===== src/rtl/cmp_sort_ctrl_pkg.sv =====
// Shared types and width helpers for the cmp_sort_ctrl sorter.
package cmp_sort_pkg;

    localparam int DEF_N = 4;
    localparam int DEF_W = 2;

    typedef enum logic [1:0] {
        IDLE = 2'd0,
        RUN  = 2'd1,
        DONE = 2'd2
    } state_e;

    function automatic int idx_w(input int n);
        return $clog2(n);
    endfunction

    // Wide enough to hold the worst-case swap total n(n-1)/2.
    function automatic int cnt_w(input int n);
        return $clog2(n * (n - 1) / 2 + 1);
    endfunction

endpackage


===== src/rtl/cmp_sort_ctrl_if.sv =====
// Host-side bus of cmp_sort_ctrl: load port, start/status and read-back port.
interface cmp_sort_ctrl_if
    import cmp_sort_pkg::*;
#(
    parameter int N = DEF_N,
    parameter int W = DEF_W
);
    logic                  load;
    logic [idx_w(N)-1:0]   load_idx;
    logic [W-1:0]          load_data;
    logic                  start;
    logic                  busy;
    logic                  done;
    logic [idx_w(N)-1:0]   rd_idx;
    logic [W-1:0]          rd_data;
    logic [cnt_w(N)-1:0]   swap_count;

    modport master (
        output load, load_idx, load_data, start, rd_idx,
        input  busy, done, rd_data, swap_count
    );

    modport slave (
        input  load, load_idx, load_data, start, rd_idx,
        output busy, done, rd_data, swap_count
    );
endinterface


===== src/rtl/cmp_sort_ctrl_gt.sv =====
// Unsigned strict greater-than comparator; the sorter's only ordering decision.
module greater_than #(
    parameter int W = 2
) (
    input  logic [W-1:0] A,
    input  logic [W-1:0] B,
    output logic         F
);
    assign F = (A > B);
endmodule


===== src/rtl/cmp_sort_ctrl.sv =====
// In-place ascending bubble sort of N W-bit entries, one compare per cycle.
// Optional build macro CMP_SORT_EARLY_EXIT_EN ends the sort after a swap-free pass.
module cmp_sort_ctrl
    import cmp_sort_pkg::*;
#(
    parameter int N = DEF_N,
    parameter int W = DEF_W
) (
    input  logic           clk,
    input  logic           rst_n,
    cmp_sort_ctrl_if.slave bus
);
    localparam int IW = idx_w(N);
    localparam int CW = cnt_w(N);

    state_e          state_q, state_d;
    logic [W-1:0]    mem_q [N];
    logic [W-1:0]    mem_d [N];
    logic [IW-1:0]   j_q, j_d;
    logic [IW-1:0]   pass_q, pass_d;
    logic [CW-1:0]   cnt_q, cnt_d;
`ifdef CMP_SORT_EARLY_EXIT_EN
    logic            swapped_q, swapped_d;
`endif

    logic [IW-1:0]   j_nxt;
    logic            gt;
    logic            last_j;
    logic            last_pass;

    assign j_nxt     = IW'(j_q + 1'b1);
    assign last_j    = (j_q == IW'(N - 2) - pass_q);
    assign last_pass = (pass_q == IW'(N - 2));

    greater_than #(.W(W)) u_gt (
        .A (mem_q[j_q]),
        .B (mem_q[j_nxt]),
        .F (gt)
    );

    always_comb begin
        state_d = state_q;
        mem_d   = mem_q;
        j_d     = j_q;
        pass_d  = pass_q;
        cnt_d   = cnt_q;
`ifdef CMP_SORT_EARLY_EXIT_EN
        swapped_d = swapped_q;
`endif
        case (state_q)
            IDLE: begin
                // start has priority: a coincident load is dropped.
                if (bus.start) begin
                    state_d = RUN;
                    j_d     = '0;
                    pass_d  = '0;
                    cnt_d   = '0;
`ifdef CMP_SORT_EARLY_EXIT_EN
                    swapped_d = 1'b0;
`endif
                end else if (bus.load) begin
                    mem_d[bus.load_idx] = bus.load_data;
                end
            end
            RUN: begin
                if (gt) begin
                    mem_d[j_q]   = mem_q[j_nxt];
                    mem_d[j_nxt] = mem_q[j_q];
                    if (cnt_q != {CW{1'b1}}) cnt_d = CW'(cnt_q + 1'b1);
                end
                if (last_j) begin
                    j_d    = '0;
                    pass_d = IW'(pass_q + 1'b1);
                    if (last_pass) state_d = DONE;
`ifdef CMP_SORT_EARLY_EXIT_EN
                    if (!(swapped_q || gt)) state_d = DONE;
                    swapped_d = 1'b0;
`endif
                end else begin
                    j_d = j_nxt;
`ifdef CMP_SORT_EARLY_EXIT_EN
                    swapped_d = swapped_q || gt;
`endif
                end
            end
            DONE:    state_d = IDLE;
            default: state_d = IDLE;
        endcase
    end

    // NOTE: the register file is reset too, because a reset must discard any
    // partially sorted contents, not just stop the sequencer.
    always_ff @(posedge clk or negedge rst_n) begin
        if (!rst_n) begin
            state_q <= IDLE;
            j_q     <= '0;
            pass_q  <= '0;
            cnt_q   <= '0;
            for (int i = 0; i < N; i++) mem_q[i] <= '0;
`ifdef CMP_SORT_EARLY_EXIT_EN
            swapped_q <= 1'b0;
`endif
        end else begin
            state_q <= state_d;
            j_q     <= j_d;
            pass_q  <= pass_d;
            cnt_q   <= cnt_d;
            mem_q   <= mem_d;
`ifdef CMP_SORT_EARLY_EXIT_EN
            swapped_q <= swapped_d;
`endif
        end
    end

    assign bus.busy       = (state_q == RUN);
    assign bus.done       = (state_q == DONE);
    assign bus.rd_data    = mem_q[bus.rd_idx];
    assign bus.swap_count = cnt_q;
endmodule


===== src/flat_wrapper.sv =====
// flat-port wrapper written by rule: the top's interface ports become plain ports
module cmp_sort_ctrl_flat import cmp_sort_pkg::*;
#(
    parameter int N = DEF_N,
    parameter int W = DEF_W
)
  (clk, rst_n, bus_load, bus_load_idx, bus_load_data, bus_start, bus_rd_idx, bus_busy, bus_done, bus_rd_data, bus_swap_count);
  cmp_sort_ctrl_if #(.N(N), .W(W)) bus_i ();
  input  logic clk;
  input  logic rst_n;
  input wire logic [$bits(bus_i.load)-1:0] bus_load;
  input wire logic [$bits(bus_i.load_idx)-1:0] bus_load_idx;
  input wire logic [$bits(bus_i.load_data)-1:0] bus_load_data;
  input wire logic [$bits(bus_i.start)-1:0] bus_start;
  input wire logic [$bits(bus_i.rd_idx)-1:0] bus_rd_idx;
  output wire logic [$bits(bus_i.busy)-1:0] bus_busy;
  output wire logic [$bits(bus_i.done)-1:0] bus_done;
  output wire logic [$bits(bus_i.rd_data)-1:0] bus_rd_data;
  output wire logic [$bits(bus_i.swap_count)-1:0] bus_swap_count;
  assign bus_i.load = bus_load;
  assign bus_i.load_idx = bus_load_idx;
  assign bus_i.load_data = bus_load_data;
  assign bus_i.start = bus_start;
  assign bus_i.rd_idx = bus_rd_idx;
  assign bus_busy = bus_i.busy;
  assign bus_done = bus_i.done;
  assign bus_rd_data = bus_i.rd_data;
  assign bus_swap_count = bus_i.swap_count;
  cmp_sort_ctrl #(.N(N), .W(W)) u_core (.clk(clk), .rst_n(rst_n), .bus(bus_i));
endmodule

===== config.mk =====
export PLATFORM = sky130hd
export DESIGN_NAME = cmp_sort_ctrl_flat
export DESIGN_NICKNAME = d
export VERILOG_FILES = /design/src/rtl/cmp_sort_ctrl_pkg.sv /design/src/rtl/cmp_sort_ctrl_if.sv /design/src/rtl/cmp_sort_ctrl_gt.sv /design/src/rtl/cmp_sort_ctrl.sv /design/src/flat_wrapper.sv
export SDC_FILE = /design/constraint.sdc
export NUM_CORES = 1
export LEC_CHECK = 0
export ABC_AREA = 1
export CAP_MARGIN = 20
export CORE_UTILIZATION = 45
export CTS_CLUSTER_DIAMETER = 100
export DETAILED_ROUTE_END_ITERATION = 8
export PLACE_DENSITY = 0.71
export SETUP_SLACK_MARGIN = 0.05
export SLEW_MARGIN = 0
export SYNTH_ARGS = -nofsm -noshare
export SYNTH_HDL_FRONTEND = slang
export SYNTH_SLANG_ARGS = --single-unit

===== constraint.sdc =====
create_clock -name clk -period 2.4 [get_ports clk]
set_input_delay 0.6 -clock clk [delete_from_list [all_inputs] [get_ports clk]]
set_output_delay 0.6 -clock clk [all_outputs]
set_load 0.1 [all_outputs]

==> reports/results.ini <==
[clocking]
clockBufferDepth=2
clock_latency_ps=290
hold_buffers=0
numCtsBuffers=3
tritoncts=yes
path_clk_slew_ps=100
htreeDepth=1
cts.sinks=17
cts-root-buf=clkbuf_4

[die]
die_w_um=60.6
die_h_um=60.6
ios=17
coreArea_sq_mm=0.00315
rows=20
die-area_sq_mm=0.00367
start_util_pct=48.9

[logic_synthesis]
ys_ff_latch=17
postSynthCellCount=225
synth_simple_gate_area_share_pct=41.3
yosysUniqueCellTypes=25
synth_top_family_by_area=simple AND/OR/NAND/NOR gates
syn_area_per_cell_sq_um=6.86
yosys.area_share.adder_pct=9.73
synth_top_cell_by_area=dfrtp_1
synth.area.top_cells=dfrtp_1 (28%), nand2_1 (14%), ha_1 (9.7%)
synth_compound_area_share_pct=12.7
synth_top_area_share_pct=27.6
synth_area_sq_mm=0.00154
synth.area.mux_share_pct=0
yosysWarnings=0
yosysSeqAreaShare_pct=27.6
synth_xor_area_share_pct=0
syn_nets=247

[min_path]
min-delay-start=u_core.pass_q[0]
hold_class=reg -> reg

[sta]
fmax_mhz=435
tightest_slew_ps=447
finClkSkew_ps=2.44
setup_violations=0
maxSlewViolCount=0
finalHoldViolations=0
final.setup.tns_ps=0
rsz0062_at_grt=no
period_share_pct=95.8
fin_crit_ps=2300
slew_headroom_pct=70.2

[global_routing]
grt_pass1_wl_mm=6.31
grt_max_degree=18
antenna_found_initial=0
overflow=0
grt_use_total_pct=23.6
grt_pass1_vias=1345

[drt]
dr.pass1.iters=4
avgRoutedWirePerCell_um=13.4
dr_total_vias=1595
ant_nets=0
vias_per_cell=5.35
drc=0
wl_mm=3.99
first_iter_violations=100

[setup_path]
r2r-start=u_core.j_q[0]
crit_type=in -> out
worstPathMaxFanout=5
regToRegSetupSlack_ps=220
cp_data_arrival_time_ps=1700
cp.required_ps=1800
crit_start=bus_rd_idx[0]
end_kind=primary output
startpoint_type=input port

[finish]
final_common_cell=nand2_1
syn_to_final_growth_pct=23.2
fin_cells=298
nets=277
drive_gt1_share_pct=22.4
mostFrequentLayoutCells=nand2_1 (58), nand3_1 (28), nor2_1 (28)
diodes=0

[placed_design]
portBuffers=16
gp_congestion=0.909
dp_cells=289
hpwl_mm=2.90

[run]
maxCapViolations=0

[outcome]
outcome=complete, no violations

[worst max-delay path: stages]
cell             delay [ps]
clkdlybuf4s50_1         520
inv_1                    90
o21ai_0                 190
o22ai_2                 110
buf_12                  180
[cells in the mapped netlist]
cell     number
nand2_1      58
nand2_2       5
and2_1        2
o31ai_1       1
nor2_2        3
nand4_1       1
or2_2         1
o22ai_1       2
ha_1         12
buf_4         1
a21oi_2       2
inv_4         1
o21ai_1       2
o21ai_2       3
nand3_2       6
nor2_1       28
dfrtp_1      17
o21ai_0       9
nand3_1      29
o21a_1        1
nor2_4        3
inv_1        18
inv_2         2
buf_6         4
a21oi_1      14
[per-layer routing]
metal  GRT usage (%)  vias up  part of all wire [%]
met1            35.7      729                    48
met5               0        -                     0
met3            2.56        5                   7.7
met2            35.3       63                    43
met4            7.47        0                  0.90
li1                -      798                     -
[layout make-up]
class                           count  area, sq um
Clock buffer                        3         22.5
Clock inverter                      1         5.00
Fill cell                         325         1250
Inverter                           21         81.3
Multi-Input combinational cell    182         1020
Sequential cell                    17          425
Tap cell                           44         55.1
Timing Repair Buffer               30          289
[timing repair]
action / CTS / global route
endpoints found under the setup margin: 0 / 9
resized for setup: 0 / 9
endpoints found under the hold margin: 0 / 0
setup buffers: 0 / 5
[worst paths after layout]
kind                                       endpoint  depth (start not counted)
setup / recovery                     bus_rd_data[1]                          5
hold / removal                     u_core.pass_q[0]                          1
setup reg to reg                    u_core.mem_q[1]                         13
hold reg to reg                    u_core.pass_q[0]                          1
max in group asynchronous           u_core.mem_q[3]                          2
min in group asynchronous  u_core.bus.swap_count[1]                          2
[cells by family after synthesis]
kind of cell    count (synthesis)
fa+ha+maj                      12
compound gates                 34
flops                          17
simple gates                  136
buf+inv                        26
[sequential cells by signal (all words and copies together), names as in the netlist]
| name | cells |
|---|---|
| u_core.pass_q | 2 |
| u_core.state_q | 2 |
| u_core.j_q | 2 |
| u_core.bus.swap_count | 3 |
| u_core.mem_q | 8 |
[through the flow]
stage               util (%)  cell area, sq um  hold WS, ps  worst slack (ps)
finish                  60.3              1900          529               100
global route            60.3              1900          562              60.3
CTS                     58.1              1830          521              74.7
detailed placement      57.3              1810          503              81.6
global placement        57.3              1810          492               103
floorplan                  -              1560          304              52.5
Power is left out: the tool's default activity adds up to more than one toggle a clock period on the data nets, which glitch-free logic cannot reach.
